File: src/rtl/pinwheel_pkg.sv
// Shared constants and types for the pinwheel console UART block.
package pinwheel_pkg;

    // Upper address nibble that selects the console on the core data bus.
    localparam logic [3:0] CONSOLE_TAG = 4'hF;

    // Register indices, taken from address bits [3:2].
    localparam logic [1:0] REG_TXDATA  = 2'd0;
    localparam logic [1:0] REG_STATUS  = 2'd1;
    localparam logic [1:0] REG_DIVISOR = 2'd2;
    localparam logic [1:0] REG_TICKS   = 2'd3;

    // Serializer states.
    typedef enum logic [1:0] {
        SER_IDLE  = 2'd0,
        SER_START = 2'd1,
        SER_DATA  = 2'd2,
        SER_STOP  = 2'd3
    } ser_state_e;

    // STATUS word layout: [0] full, [1] empty, [2] busy, [3] overflow, [11:8] count.
    function automatic logic [31:0] pack_status(
        input logic       full,
        input logic       empty,
        input logic       busy,
        input logic       overflow,
        input logic [3:0] count
    );
        return {20'd0, count, 4'd0, overflow, busy, empty, full};
    endfunction

endpackage

File: src/rtl/console_fifo.sv
// Small synchronous FIFO feeding the serializer; a push while full is accepted
// only when a pop happens on the same edge.
module console_fifo #(
    parameter int DEPTH = 8,
    parameter int WIDTH = 8
) (
    input  logic                   clock,
    input  logic                   srst,
    input  logic                   push,
    input  logic [WIDTH-1:0]       push_data,
    input  logic                   pop,
    output logic [WIDTH-1:0]       head_data,
    output logic                   full,
    output logic                   empty,
    output logic [$clog2(DEPTH):0] count
);

    localparam int AW = $clog2(DEPTH);
    localparam logic [AW:0] DEPTH_CNT = (AW+1)'(DEPTH);

    logic [WIDTH-1:0] mem_q [DEPTH];
    logic [AW-1:0]    wr_ptr_q, wr_ptr_d;
    logic [AW-1:0]    rd_ptr_q, rd_ptr_d;
    logic [AW:0]      count_q, count_d;
    logic             do_push, do_pop;

    assign full      = (count_q == DEPTH_CNT);
    assign empty     = (count_q == '0);
    assign count     = count_q;
    assign head_data = mem_q[rd_ptr_q];

    // Pointer and occupancy update; pointers wrap naturally (depth is a power of two).
    always_comb begin
        do_pop   = pop && !empty;
        do_push  = push && (!full || do_pop);
        wr_ptr_d = wr_ptr_q;
        rd_ptr_d = rd_ptr_q;
        count_d  = count_q;
        if (do_push) begin
            wr_ptr_d = wr_ptr_q + AW'(1);
        end
        if (do_pop) begin
            rd_ptr_d = rd_ptr_q + AW'(1);
        end
        if (do_push && !do_pop) begin
            count_d = count_q + (AW+1)'(1);
        end else if (do_pop && !do_push) begin
            count_d = count_q - (AW+1)'(1);
        end
    end

    // Pointer/count registers with synchronous reset.
    always_ff @(posedge clock) begin
        if (srst) begin
            wr_ptr_q <= '0;
            rd_ptr_q <= '0;
            count_q  <= '0;
        end else begin
            wr_ptr_q <= wr_ptr_d;
            rd_ptr_q <= rd_ptr_d;
            count_q  <= count_d;
        end
    end

    // Storage array; contents need no reset because occupancy gates every read.
    always_ff @(posedge clock) begin
        if (do_push && !srst) begin
            mem_q[wr_ptr_q] <= push_data;
        end
    end

endmodule

File: src/rtl/pinwheel_console.sv
// Memory-mapped console: TX FIFO, 8N1 serializer with programmable bit time,
// status/divisor registers and a free-running cycle counter.
module pinwheel_console
    import pinwheel_pkg::*;
#(
    parameter int          FIFO_DEPTH  = 8,
    parameter int unsigned DEFAULT_DIV = 3
) (
    input  logic        clock,
    input  logic        tock_reset_in,
    input  logic [31:0] tock_bus_addr,
    input  logic [31:0] tock_bus_wdata,
    input  logic [3:0]  tock_bus_wmask,
    input  logic        tock_bus_wren,
    output logic [31:0] sig_bus_rdata,
    output logic        sig_tx,
    output logic        sig_tx_busy
);

    localparam int CW = $clog2(FIFO_DEPTH) + 1;

    // Bus decode
    logic       sel;
    logic [1:0] idx;
    logic       wr_acc;
    logic       push_tx;

    // FIFO interface
    logic          fifo_pop;
    logic [7:0]    fifo_head;
    logic          fifo_full;
    logic          fifo_empty;
    logic [CW-1:0] fifo_count;

    // Register file
    logic [15:0] div_q, div_d;
    logic [31:0] ticks_q, ticks_d;
    logic        ovf_q, ovf_d;
    logic [31:0] rdata_q, rdata_d;

    // Serializer
    ser_state_e  state_q, state_d;
    logic [15:0] baud_q, baud_d;
    logic [7:0]  shift_q, shift_d;
    logic [2:0]  bit_idx_q, bit_idx_d;
    logic        tx_q, tx_d;
    logic        busy_q, busy_d;
    logic        baud_done;

    logic unused_bits;
    assign unused_bits = ^{tock_bus_addr[27:4], tock_bus_addr[1:0], tock_bus_wdata[31:16]};

    assign sel     = (tock_bus_addr[31:28] == CONSOLE_TAG);
    assign idx     = tock_bus_addr[3:2];
    assign wr_acc  = sel && tock_bus_wren && (tock_bus_wmask != 4'd0);
    assign push_tx = wr_acc && (idx == REG_TXDATA);

    console_fifo #(
        .DEPTH (FIFO_DEPTH),
        .WIDTH (8)
    ) u_fifo (
        .clock     (clock),
        .srst      (tock_reset_in),
        .push      (push_tx),
        .push_data (tock_bus_wdata[7:0]),
        .pop       (fifo_pop),
        .head_data (fifo_head),
        .full      (fifo_full),
        .empty     (fifo_empty),
        .count     (fifo_count)
    );

    // Register writes, sticky overflow, cycle counter and registered read mux.
    always_comb begin
        div_d   = div_q;
        ovf_d   = ovf_q;
        ticks_d = ticks_q + 32'd1;
        rdata_d = 32'd0;
        if (wr_acc) begin
            ticks_d = 32'd0;
        end
        if (wr_acc && idx == REG_DIVISOR) begin
            div_d = tock_bus_wdata[15:0];
        end
        if (push_tx && fifo_full && !fifo_pop) begin
            ovf_d = 1'b1;
        end
        if (wr_acc && idx == REG_STATUS && tock_bus_wdata[3]) begin
            ovf_d = 1'b0;
        end
        if (sel && !tock_bus_wren) begin
            case (idx)
                REG_STATUS:  rdata_d = pack_status(fifo_full, fifo_empty, busy_q, ovf_q, 4'(fifo_count));
                REG_DIVISOR: rdata_d = {16'd0, div_q};
                // The counter value returned is the one it takes on the capturing edge.
                REG_TICKS:   rdata_d = ticks_d;
                default:     rdata_d = 32'd0;
            endcase
        end
    end

    // Serializer next state: each bit holds for DIVISOR+1 cycles, divisor sampled at bit start.
    always_comb begin
        state_d   = state_q;
        baud_d    = baud_q;
        shift_d   = shift_q;
        bit_idx_d = bit_idx_q;
        tx_d      = tx_q;
        fifo_pop  = 1'b0;
        baud_done = (baud_q == 16'd0);
        case (state_q)
            SER_IDLE: begin
                tx_d = 1'b1;
                if (!fifo_empty) begin
                    fifo_pop = 1'b1;
                    shift_d  = fifo_head;
                    baud_d   = div_q;
                    state_d  = SER_START;
                    tx_d     = 1'b0;
                end
            end
            SER_START: begin
                if (baud_done) begin
                    state_d   = SER_DATA;
                    baud_d    = div_q;
                    bit_idx_d = 3'd0;
                    tx_d      = shift_q[0];
                end else begin
                    baud_d = baud_q - 16'd1;
                end
            end
            SER_DATA: begin
                if (baud_done) begin
                    baud_d = div_q;
                    if (bit_idx_q == 3'd7) begin
                        state_d = SER_STOP;
                        tx_d    = 1'b1;
                    end else begin
                        bit_idx_d = bit_idx_q + 3'd1;
                        shift_d   = shift_q >> 1;
                        tx_d      = shift_q[1];
                    end
                end else begin
                    baud_d = baud_q - 16'd1;
                end
            end
            SER_STOP: begin
                if (baud_done) begin
                    state_d = SER_IDLE;
                    tx_d    = 1'b1;
                end else begin
                    baud_d = baud_q - 16'd1;
                end
            end
            default: begin
                state_d = SER_IDLE;
                tx_d    = 1'b1;
            end
        endcase
        busy_d = (state_d != SER_IDLE);
    end

    // State registers; reset aborts any frame and ignores coincident bus writes.
    always_ff @(posedge clock) begin
        if (tock_reset_in) begin
            state_q   <= SER_IDLE;
            baud_q    <= 16'd0;
            shift_q   <= 8'd0;
            bit_idx_q <= 3'd0;
            tx_q      <= 1'b1;
            busy_q    <= 1'b0;
            div_q     <= 16'(DEFAULT_DIV);
            ticks_q   <= 32'd0;
            ovf_q     <= 1'b0;
            rdata_q   <= 32'd0;
        end else begin
            state_q   <= state_d;
            baud_q    <= baud_d;
            shift_q   <= shift_d;
            bit_idx_q <= bit_idx_d;
            tx_q      <= tx_d;
            busy_q    <= busy_d;
            div_q     <= div_d;
            ticks_q   <= ticks_d;
            ovf_q     <= ovf_d;
            rdata_q   <= rdata_d;
        end
    end

    assign sig_tx        = tx_q;
    assign sig_tx_busy   = busy_q;
    assign sig_bus_rdata = rdata_q;

endmodule

File: config.mk
export PLATFORM = sky130hd
export DESIGN_NAME = pinwheel_console
export DESIGN_NICKNAME = d
export VERILOG_FILES = /design/src/rtl/pinwheel_pkg.sv /design/src/rtl/console_fifo.sv /design/src/rtl/pinwheel_console.sv
export SDC_FILE = /design/constraint.sdc
export NUM_CORES = 1
export LEC_CHECK = 0
export ABC_CLOCK_PERIOD_IN_PS = 2850
export CORE_UTILIZATION = 57
export CTS_BUF_LIST = sky130_fd_sc_hd__clkbuf_16
export DETAILED_ROUTE_END_ITERATION = 16
export DONT_BUFFER_PORTS = 1
export HOLD_SLACK_MARGIN = 0.03
export PLACE_DENSITY = 0.75
export SYNTH_ARGS = -nofsm -noshare
export SYNTH_HDL_FRONTEND = slang
export SYNTH_SLANG_ARGS = --single-unit
File: constraint.sdc
create_clock -name clock -period 2.85 [get_ports clock]
set_clock_uncertainty 0.15 [all_clocks]
set_input_delay 0 -clock clock [delete_from_list [all_inputs] [get_ports clock]]
set_output_delay 0 -clock clock [all_outputs]
set_load 0.01 [all_outputs]
==> impl_summary.txt <==
----------------------------------------------------
[Clocking]
  Clock Pin Slew Worst Setup and Hold Paths ... 0.07 ns
  Root buffer cell ... sky130_fd_sc_hd__clkbuf_16
  Maximum level of the CTS H-tree ... 4
  Number of clock buffers inserted by TritonCTS ... 17
  Buffer count from post-CTS setup fixing ... 0
  Maximum buffer depth of the clock tree ... 2
  Source-to-sink clock delay at the later pin of the worst-skew pair ... 0.43 ns
  CTS sink cnt ... 189
  TritonCTS clock tree ... built

[STA]
  Rel. slew slack ... 24.9%
  Maximum operating frequency ... 353 MHz
  Final Hold Fails ... 0
  Final critical-path required period ... 2.83 ns
  Number of endpoints failing setup at the final stage ... 0
  Fin Setup TNS ... 0 ns
  Max-slew violation count ... 0
  Final worst slack ... 0.0150 ns
  Worst slew pin tran ... between 1 and 1.5 ns
  Final Cycle Share ... 99.5%

[Synthesis]
  Distinct cell type count after synthesis ... between 60 and 70
  Share of the synthesized netlist area taken by xor and xnor gates ... 4.05%
  Share of the synthesized area in compound gates (AO/OA/AOI/OAI) ... 12.0%
  Syn. warnings ... 0
  Primary flip-flop cell chosen by synthesis mapping ... sky130_fd_sc_hd__dfxtp_1
  Post-Syn Instances ... 747
  Summed instance area of the synthesized netlist ... approximately 8000 um2
  Fraction of synthesis flops using an asynchronous set or reset pin ... 0%
  Simple logic cell fraction of the synthesized area ... 17.5%
  Sequential fraction of the synthesis area ... around 55%
  Syn Nets ... 833
  Adder-cell share of the synthesized area ... 2.44%
  Share of the synthesized area in the top cell type ... 31.3%
  EDFF count, synth ... 64
  Largest family of logic cells by synthesized area ... simple AND/OR/NAND/NOR gates
  Register bit count reported by yosys ... 189
  Largest area contributor in the netlist ... sky130_fd_sc_hd__dfxtp_1
  Mux cell area share after synthesis ... 5.88%
  Mean Syn Cell Area ... 10.7 um2
  Main area contributors after synthesis ... sky130_fd_sc_hd__dfxtp_1 31%, sky130_fd_sc_hd__edfxtp_1 24%, sky130_fd_sc_hd__mux4_2 4.5%, sky130_fd_sc_hd__nor2_1 3.8%, sky130_fd_sc_hd__a21oi_1 3.3%

[Setup path]
  Crit path required time ... slightly above 3 ns
  Crit path launch type ... register
  Arrival time of the worst setup path ... 3.04 ns
  Capturing element type of the critical path ... register
  Type of the setup path with the least slack ... register to register
  Largest driver fanout on the critical path ... 4

[Final layout]
  Commonest non-fill, non-tap cells in the layout ... 123 x sky130_fd_sc_hd__dfxtp_1, 80 x sky130_fd_sc_hd__nor2_1, 69 x sky130_fd_sc_hd__nand2_1
  Most common cell after layout, fill and taps aside ... sky130_fd_sc_hd__dfxtp_1
  Area of combinational cells with multiple inputs ... 3420 um2
  Antenna diodes ... 0
  Share of cells above drive strength 1 ... a little over an eighth
  Number of nets in the finished design ... 892
  Footprint of the flip-flops and latches ... 4430 um2
  FILL cells ... 979
  Area added between synthesis and finish ... 17.9%
  Fin area ... roughly 9400 um2

[Floorplanning]
  Core outline area ... 13,500 um2
  Cell row count ... 42
  Die outline area ... 14,500 um2
  Floorplan die width ... between 100 and 150 um
  Total I/O pin count ... between 100 and 150
  Die Span Y ... approximately 120 um
  Effective utilization at floorplan ... 59.5%

[Detailed routing]
  First-pass DRT Iterations ... 6
  Detailed-route DRC error count ... 0
  Initial detailed-routing violation count ... 709
  WL final ... 19,400 um
  Vias per Instance ... 6.16
  Vias ... 6,125
  Final routed wire length divided by cell count ... 19.5 um
  Antenna Nets Post-Route ... 0

[Global routing]
  Pin count of the biggest net entering global routing ... 55
  Overall routing resource usage ... between 20 and 30%
  Number of global-route vias before repair ... 5,896
  Global-route wire length before repair ... 30,400 um
  Remaining global-route overflow ... 0
  Number of antenna violations at the first check in global routing ... 0

[Job]
  Number of violations of the max-capacitance limit ... 0

[Place]
  Placement-stage worst setup slack ... -0.0516 ns
  Routability congestion estimate from global placement ... 0.900
  Number of port buffers ... 0
  Detailed placer's ending HPWL ... between 10,000 and 15,000 um
  Post-DP Area ... roughly 8300 um2

[Status]
  Outcome ... complete, no violations

[Power and ir drop]
  Worst supply voltage drop on vdd ... 0.480 mV
  Leakage ... 3.24 nW
  Power per standard cell area ... 858 nW/um2

[Min path]
  Worst min-delay path class ... input port to register

----------------------------------------------------
layer usage:
layer | global-route usage, % | vias to the layer above | routed length (um)
li1 | - | 2852 | -
met1 | 35.2 | 2975 | 7930
met2 | 45.2 | 268 | 9560
met3 | 7.08 | 30 | 1530
met4 | 9.34 | 0 | 353
met5 | 0 | - | 0
report_power, final:
group          internal, W  switching, W  leakage (nW)
sequential         0.00296      0.000189          1.59
combinational      0.00109       0.00152          1.36
clock              0.00122       0.00112         0.286
total              0.00527       0.00283          3.24
logic make-up (layout without fill, tap and decap cells):
group | after synthesis | after routing
AND/OR/NAND/NOR | 279 | 279
buffers and inverters | 58 | 130
adder cells (fa/ha/maj) | 15 | 15
AO/OA/AOI/OAI | 142 | 142
multiplexers | 27 | 27
flip-flops | 189 | 189
XOR/XNOR | 37 | 37
timing repair:
item | in CTS | in global routing
hold endpoints to repair | 208 | 2
cloned | 0 | 0
pin swaps | 0 | 3
endpoints found under the setup margin | 1 | 3
gates resized for setup | 3 | 11
hold buffers | 45 | 3
per-stage QoR:
| stage | cells | util [%] | hold slack (ns) | total power (W) |
|---|---|---|---|---|
| after detailed placement | 916 | 61.8 | -0.0733 | 0.00553 |
| after floorplan | 747 | - | -0.0511 | 0.00491 |
| after global routing | 995 | 70.2 | 0.123 | 0.00844 |
| final | 995 | 70.2 | 0.0945 | 0.00810 |
| after CTS | 993 | 69.7 | 0.0302 | 0.00794 |
| after global placement | 916 | 61.8 | -0.0761 | 0.00544 |
critical path: stages, from the launching register on:
cell	delay (ns)
sky130_fd_sc_hd__dfxtp_2	0.35
sky130_fd_sc_hd__or4b_4	0.55
sky130_fd_sc_hd__nor2_4	0.18
sky130_fd_sc_hd__nor4_4	0.07
sky130_fd_sc_hd__ha_2	0.20
sky130_fd_sc_hd__inv_2	0.09
sky130_fd_sc_hd__ha_1	0.25
sky130_fd_sc_hd__a21o_1	0.20
sky130_fd_sc_hd__a21oi_2	0.15
sky130_fd_sc_hd__xnor2_1	0.10
sky130_fd_sc_hd__or3_1	0.32
sky130_fd_sc_hd__a21oi_1	0.16
path summary, 6_finish.rpt:
| path | from | to | slack, ns | cells after the start |
|---|---|---|---|---|
| hold reg to reg | shift_q[4]$_SDFFE_PP0P_ | shift_q[4]$_SDFFE_PP0P_ | 0.32 | 1 |
| setup reg to reg | u_fifo.count[0]$_SDFFE_PP0P_ | u_fifo.count[3]$_SDFFE_PP0P_ | 0.02 | 11 |
| hold / removal | tock_bus_wmask[3] | ticks_q[1]$_SDFF_PP0_ | 0.09 | 4 |
| setup / recovery | u_fifo.count[0]$_SDFFE_PP0P_ | u_fifo.count[3]$_SDFFE_PP0P_ | 0.02 | 11 |
cells in the mapped netlist (all sizes together) (3+ instances only):
cell type and number:
clkbuf 30, buf 6, nor4b 3, xor2 29, a21oi 54, a31oi 6, nand2b 7, xnor2 8
nand4 19, or3 7, nand3 28, o2bb2ai 7, a222oi 3, edfxtp 64, or4 6, and3 11
a21o 5, ha 14, mux2i 11, nor2 81, nor4 12, a211oi 6, o21ai 25, nor3 11
dfxtp 125, o32ai 6, nand2 70, inv 21, nor2b 9, and4 4, mux4 16, and2 5
a221oi 6, a22oi 3, a32oi 4
registers in the layout, indices dropped and copies added (netlist names), 4 cells and up, named ones only:
register,cells
ticks_q,32
baud_q,16
sig_bus_rdata,32
shift_q,8
div_q,16
u_fifo.count,4
u_fifo.mem_q,64
area by class of cell:
| class | count | area share (%) |
|---|---|---|
| clock buffer | 18 | 4.77 |
| clock inverter | 14 | 1.50 |
| inverter | 22 | 0.875 |
| multi-input combinational | 500 | 36.2 |
| sequential | 189 | 46.9 |
| tap | 176 | 2.33 |
| timing repair buffer | 76 | 7.40 |
Power figures use the tool's default switching activity.
